--- src/rtl/arf.sv ---
// Architectural register file: committed data plus busy/RRF-tag rename status per register.
// Optional ARF_WRITE_BYPASS_EN forwards the same-cycle commit to the read ports.
module arf_entry #(
  parameter int DATA_LEN = 32,
  parameter int RRF_SEL  = 6
) (
  input  logic                clk_i,
  input  logic                reset_i,
  input  logic                we_i,
  input  logic                set_i,
  input  logic                clr_i,
  input  logic [DATA_LEN-1:0] wdata_i,
  input  logic [RRF_SEL-1:0]  stag_i,
  output logic [DATA_LEN-1:0] data_o,
  output logic                busy_o,
  output logic [RRF_SEL-1:0]  tag_o
);
  always_ff @(posedge clk_i or negedge reset_i) begin
    if (!reset_i) begin
      data_o <= '0;
      busy_o <= 1'b0;
      tag_o  <= '0;
    end else begin
      if (we_i) data_o <= wdata_i;
      // set-busy outranks a same-cycle clear; the caller already masks clr with set
      if (set_i) begin
        busy_o <= 1'b1;
        tag_o  <= stag_i;
      end else if (clr_i) begin
        busy_o <= 1'b0;
      end
    end
  end
endmodule

module arf #(
  parameter int DATA_LEN = 32,
  parameter int REG_SEL  = 5,
  parameter int RRF_SEL  = 6
) (
  input  logic                clk_i,
  input  logic                reset_i,
  input  logic [REG_SEL-1:0]  rs1_i,
  input  logic [REG_SEL-1:0]  rs2_i,
  output logic [DATA_LEN-1:0] rs1_arf_data_o,
  output logic [DATA_LEN-1:0] rs2_arf_data_o,
  output logic                rs1_arf_busy_o,
  output logic                rs2_arf_busy_o,
  output logic [RRF_SEL-1:0]  rs1_arf_rrftag_o,
  output logic [RRF_SEL-1:0]  rs2_arf_rrftag_o,
  input  logic [REG_SEL-1:0]  completed_dst_num_i,
  input  logic [DATA_LEN-1:0] from_rrfdata_i,
  input  logic [RRF_SEL-1:0]  completed_dst_rrftag_i,
  input  logic                completed_we_i,
  input  logic [REG_SEL-1:0]  dst_num_setbusy_i,
  input  logic [RRF_SEL-1:0]  dst_rrftag_setbusy_i,
  input  logic                dst_en_setbusy_i
);
  localparam int REG_NUM = 2**REG_SEL;

  logic [REG_NUM-1:0]               we_dec, set_dec, clr_dec;
  logic [REG_NUM-1:0][DATA_LEN-1:0] rf_data;
  logic [REG_NUM-1:0]               rf_busy;
  logic [REG_NUM-1:0][RRF_SEL-1:0]  rf_tag;

  // index 0 never decodes, so entry 0 stays at its reset value of all zeros
  assign we_dec  = (completed_we_i && completed_dst_num_i != '0)
                   ? (REG_NUM'(1) << completed_dst_num_i) : '0;
  assign set_dec = (dst_en_setbusy_i && dst_num_setbusy_i != '0)
                   ? (REG_NUM'(1) << dst_num_setbusy_i) : '0;

  for (genvar g = 0; g < REG_NUM; g++) begin : g_reg
    assign clr_dec[g] = we_dec[g] & (rf_tag[g] == completed_dst_rrftag_i) & ~set_dec[g];

    arf_entry #(.DATA_LEN(DATA_LEN), .RRF_SEL(RRF_SEL)) u_entry (
      .clk_i   (clk_i),
      .reset_i (reset_i),
      .we_i    (we_dec[g]),
      .set_i   (set_dec[g]),
      .clr_i   (clr_dec[g]),
      .wdata_i (from_rrfdata_i),
      .stag_i  (dst_rrftag_setbusy_i),
      .data_o  (rf_data[g]),
      .busy_o  (rf_busy[g]),
      .tag_o   (rf_tag[g])
    );
  end

  always_comb begin
    rs1_arf_data_o   = rf_data[rs1_i];
    rs1_arf_busy_o   = rf_busy[rs1_i];
    rs1_arf_rrftag_o = rf_tag[rs1_i];
    rs2_arf_data_o   = rf_data[rs2_i];
    rs2_arf_busy_o   = rf_busy[rs2_i];
    rs2_arf_rrftag_o = rf_tag[rs2_i];
`ifdef ARF_WRITE_BYPASS_EN
    if (we_dec[rs1_i]) begin
      rs1_arf_data_o = from_rrfdata_i;
      rs1_arf_busy_o = rf_busy[rs1_i] & ~clr_dec[rs1_i];
    end
    if (we_dec[rs2_i]) begin
      rs2_arf_data_o = from_rrfdata_i;
      rs2_arf_busy_o = rf_busy[rs2_i] & ~clr_dec[rs2_i];
    end
`endif
  end
endmodule

--- config.mk ---
export PLATFORM = sky130hd
export DESIGN_NAME = arf
export DESIGN_NICKNAME = d
export VERILOG_FILES = /design/src/rtl/arf.sv
export SDC_FILE = /design/constraint.sdc
export NUM_CORES = 2
export LEC_CHECK = 0
export CELL_PAD_IN_SITES_DETAIL_PLACEMENT = 0
export CELL_PAD_IN_SITES_GLOBAL_PLACEMENT = 1
export CORE_MARGIN = 8
export CORE_UTILIZATION = 45
export DETAILED_ROUTE_END_ITERATION = 8
export HOLD_SLACK_MARGIN = 0.02
export PLACE_DENSITY = 0.81
export SKIP_LAST_GASP = 1
export SLEW_MARGIN = 0
export SYNTH_ARGS = -nofsm -noshare
export SYNTH_HDL_FRONTEND = slang
export SYNTH_SLANG_ARGS = --single-unit
--- constraint.sdc ---
create_clock -name clk_i -period 2 [get_ports clk_i]
set_clock_uncertainty 0.1 [all_clocks]
set_input_delay 0.2 -clock clk_i [delete_from_list [all_inputs] [get_ports clk_i]]
set_output_delay 0.2 -clock clk_i [all_outputs]
set_load 0.03 [all_outputs]
==> reports/summary.log <==
qor: status.run_status complete, but fails checks
qor: status.violations setup timing
qor: floorplanning.boundaryPins 146
qor: logic_synthesis.synth_simple_gate_area_share 0.0483
qor: finish.final_core_utilization 0.566
qor: sta.worst_pin_slew 742 ps
qor: critical_path.timing.critical_path.fanout_max 2
qor: clock_network.cts_buffers 143
qor: detailed_routing.drc 0
qor: critical_path.rr_endpoint g_reg[24].u_entry.busy_o$_DFFE_PN0P_
qor: floorplanning.row_count 144
qor: floorplanning.start_util 0.453
qor: logic_synthesis.syn_nets 5984
qor: sta.slew_headroom 0.505
qor: job.maxCapViolations 0
qor: logic_synthesis.yosysSeqAreaShare 0.448
qor: sta.timing.final.setup_violations 78
qor: critical_path.endpoint_kind output port
qor: finish.register_area 31200 µm²
qor: clock_network.clock_sink_count 1248
qor: logic_synthesis.number_of_flip_flops_and_latches_in_the_synthesized_netlist 1248
qor: placement.dp.cells 8238
qor: sta.slew_violations 0
qor: critical_path.reg2reg_slack 180 ps
qor: finish.fillers 12482
qor: critical_path.crit_required 1700 ps
qor: sta.unrepaired_setup_endpoints_after_global_routing true
qor: critical_path.worst_r2r_startpoint g_reg[24].u_entry.tag_o[1]$_DFFE_PN0P_
qor: finish.stdcell_count 8527
qor: detailed_routing.drt-wirelength-per-cell 27.4 µm
qor: placement.gpl.final_weighted_congestion 0.946
qor: detailed_routing.wl 233000 µm
qor: logic_synthesis.post_synth_fa_ha_maj_area_fraction 0
qor: finish.layout.cell_area.non_filler 87100 µm²
qor: min_path.hold_removal_path_class input port to async pin
qor: detailed_routing.vias 52257
qor: logic_synthesis.synth_commonest_cells 1248 x sky130_fd_sc_hd__dfrtp_1, 1248 x sky130_fd_sc_hd__mux2i_1, 1148 x sky130_fd_sc_hd__mux2_2, 362 x sky130_fd_sc_hd__clkbuf_1, 276 x sky130_fd_sc_hd__nand2_1
qor: detailed_routing.viasPerCell 6.13
qor: floorplanning.die-width 410 µm
qor: placement.dp.final_hpwl 153000 µm
qor: global_route.first_pass_grt_wire_length 351000 µm
qor: power.power.leakage 40.8 nW
qor: placement.pre_cts_ws -861 ps
qor: floorplanning.dieArea 168000 µm²
qor: placement.port_buffers 145
qor: critical_path.r2r_cells 5
qor: detailed_routing.detail_route.iter0.violations 4553
qor: power.power-per-cell-area 913 nW/µm²
qor: sta.finalHoldViolCount 0
qor: clock_network.cts_max_path_buffers 3
qor: logic_synthesis.synth.distinct_cells 41
qor: critical_path.cp.arrival 2270 ps
qor: finish.syn2layout_area_growth 24.9%
qor: global_route.globalRouteOverflowTotal 0
qor: logic_synthesis.syn_area_per_cell 11.8 µm²
qor: sta.finalWorstPathRequiredPeriod 2570 ps
qor: logic_synthesis.synth_largest_type_area_fraction 0.448
qor: logic_synthesis.leading_cell_types_by_total_area_after_synthesis sky130_fd_sc_hd__dfrtp_1 45%, sky130_fd_sc_hd__mux2_2 19%, sky130_fd_sc_hd__mux2i_1 18%
qor: sta.period_share 1.29
qor: finish.finish.net_count 6443
qor: logic_synthesis.synth_compound_area_frac 0.0726
qor: global_route.antenna_found_initial 5
qor: detailed_routing.antenna_violating_nets_post_route 0
qor: clock_network.buffer_type_at_the_clock_tree_root sky130_fd_sc_hd__clkbuf_16
qor: critical_path.worstSetupStartpointType flip-flop
qor: logic_synthesis.synth-edff-count 0
qor: sta.setup_slack -571 ps
qor: logic_synthesis.yosys_warnings 0
qor: global_route.grt_pass1_vias 54667
qor: finish.multi_input_area 38200 µm²
qor: finish.drive_above_1_share 0.391
qor: power.ir_worst_vdd 0.841 mV
qor: global_route.maximum_number_of_pins_on_one_net_before_global_route_repair 105
qor: logic_synthesis.netlist.top_cell.by_area sky130_fd_sc_hd__dfrtp_1
qor: floorplanning.coreArea 154000 µm²
qor: logic_synthesis.number_of_cells_produced_by_synthesis 5916
qor: logic_synthesis.postSynth.topFlopCell sky130_fd_sc_hd__dfrtp_1
qor: floorplanning.die_height 410 µm
qor: logic_synthesis.synth_xor_area_frac 0.0234
qor: logic_synthesis.synth.mux.area_fraction 0.371
qor: placement.placement.cell_area 80000 µm²
qor: clock_network.clkLatencyLatePin 790 ps
qor: critical_path.critPathKind flip-flop to output port
qor: clock_network.cts_h_tree_lvls 4
qor: sta.max_freq 389 MHz
qor: clock_network.cts_tree yes
qor: global_route.track_usage 0.270
qor: clock_network.clkTransAtPathRegs 60 ps
qor: logic_synthesis.asyncSetResetFlopFracSynth 1.00
qor: detailed_routing.drt-pass1-iter-count 6
qor: logic_synthesis.synth_top_family_by_area multiplexers
qor: logic_synthesis.mappedNetlistArea 69700 µm²
[registers in the layout, indices dropped and copies added (netlist names)]
name / count
g.u_entry.tag_o: 192
g.u_entry.busy_o: 32
g.u_entry.data_o: 1024
[report_power, final]
part	switching, mW	internal [mW]	leakage, nW	total, mW
Combinational	8.96	9.98	22.6	18.9
Clock	11.0	15.4	2.30	26.4
Sequential	4.05	30.1	16.0	34.1
[worst max-delay path, stage by stage (launching register included)]
cell                      delay, ps
sky130_fd_sc_hd__dfrtp_1        400
sky130_fd_sc_hd__mux2i_2        240
sky130_fd_sc_hd__a22o_1         200
sky130_fd_sc_hd__nor3_2          60
sky130_fd_sc_hd__a31oi_2        200
sky130_fd_sc_hd__nand3_2        190
sky130_fd_sc_hd__buf_12         190
[cells in the final DEF (no fill, tap or decap), types with 6 or more instances in the layout]
cell	n
sky130_fd_sc_hd__mux2i_1	1236
sky130_fd_sc_hd__dlygate4sd3_1	8
sky130_fd_sc_hd__a21o_1	13
sky130_fd_sc_hd__dfrtp_1	1247
sky130_fd_sc_hd__buf_2	6
sky130_fd_sc_hd__mux2i_2	11
sky130_fd_sc_hd__a31oi_1	12
sky130_fd_sc_hd__nor2_1	21
sky130_fd_sc_hd__a22oi_1	227
sky130_fd_sc_hd__buf_12	235
sky130_fd_sc_hd__nor4_1	16
sky130_fd_sc_hd__clkdlybuf4s50_1	51
sky130_fd_sc_hd__nand3_1	155
sky130_fd_sc_hd__nand3_4	20
sky130_fd_sc_hd__a22oi_2	7
sky130_fd_sc_hd__clkbuf_8	26
sky130_fd_sc_hd__buf_4	529
sky130_fd_sc_hd__xor2_1	92
sky130_fd_sc_hd__a31oi_4	48
sky130_fd_sc_hd__nor3_4	37
sky130_fd_sc_hd__mux2_2	1148
sky130_fd_sc_hd__nand4_1	34
sky130_fd_sc_hd__a21oi_1	231
sky130_fd_sc_hd__nand3_2	64
sky130_fd_sc_hd__o41ai_1	13
sky130_fd_sc_hd__buf_6	72
sky130_fd_sc_hd__nor2_4	12
sky130_fd_sc_hd__nand2_1	265
sky130_fd_sc_hd__nand2_2	8
sky130_fd_sc_hd__xnor2_1	94
sky130_fd_sc_hd__a31oi_2	18
sky130_fd_sc_hd__clkinv_2	23
sky130_fd_sc_hd__mux2_4	30
sky130_fd_sc_hd__nor3_1	13
sky130_fd_sc_hd__a22o_1	159
sky130_fd_sc_hd__bufinv_16	8
sky130_fd_sc_hd__clkbuf_1	32
sky130_fd_sc_hd__clkbuf_16	148
sky130_fd_sc_hd__nor3_2	34
[how the worst max path moves through the flow]
| stage | startpoint | to | slack [ps] | cells after the start |
|---|---|---|---|---|
| after floorplan | rs2_i[1] | rs2_arf_data_o[4] | -40 | 8 |
| after global placement | rs1_i[0] | rs1_arf_rrftag_o[5] | -870 | 9 |
| after detailed placement | rs1_i[0] | rs1_arf_rrftag_o[5] | -860 | 9 |
| after CTS | g_reg[7].u_entry.busy_o$_DFFE_PN0P_ | rs1_arf_busy_o | -610 | 7 |
| after global routing | g_reg[6].u_entry.data_o[28]$_DFFE_PN0P_ | rs2_arf_data_o[28] | -640 | 6 |
| final | g_reg[4].u_entry.data_o[28]$_DFFE_PN0P_ | rs2_arf_data_o[28] | -570 | 6 |
[per-layer routing]
metal	GRT usage	share of wire	wire, µm	vias up
met4	0.101	0.039	9170	4
met2	0.428	0.46	107000	2007
li1	-	-	-	22644
met5	0	0.000099	23	-
met1	0.367	0.42	98600	27074
met3	0.0530	0.078	18300	528
[through the flow]
step                      hold slack (ps)  power (mW)  TNS [ps]
final                                 134        79.5    -34900
after detailed placement             73.0        51.9   -462780
after global routing                  156        82.8    -39960
after CTS                             109        79.5    -37900
after global placement               74.7        51.2   -438800
after floorplan                      -196        45.3      -490
[cells by family (layout without fill, tap and decap cells)]
family | count (synthesis) | after routing
AO/OA/AOI/OAI | 736 | 736
XOR/XNOR | 186 | 186
buffers and inverters | 601 | 1165
flip-flops | 1248 | 1248
multiplexers | 2426 | 2426
other | 0 | 3
AND/OR/NAND/NOR | 719 | 719
[what timing repair did]
action,4_1_cts,5_1_grt
pin swaps,185,125
endpoints found under the hold margin,1267,0
setup endpoints to repair,78,78
gates resized for setup,317,38
setup buffers,57,14
hold buffers,9,0
gates cloned,2,2
[area by class of cell]
cell class,instances,area share
Antenna cell,3,0.0000862
Clock inverter,46,0.00641
Tap cell,2044,0.0294
Multi-Input combinational cell,4067,0.439
Sequential cell,1248,0.359
Timing Repair Buffer,915,0.119
Clock buffer,204,0.0475
Power figures use the tool's default switching activity.
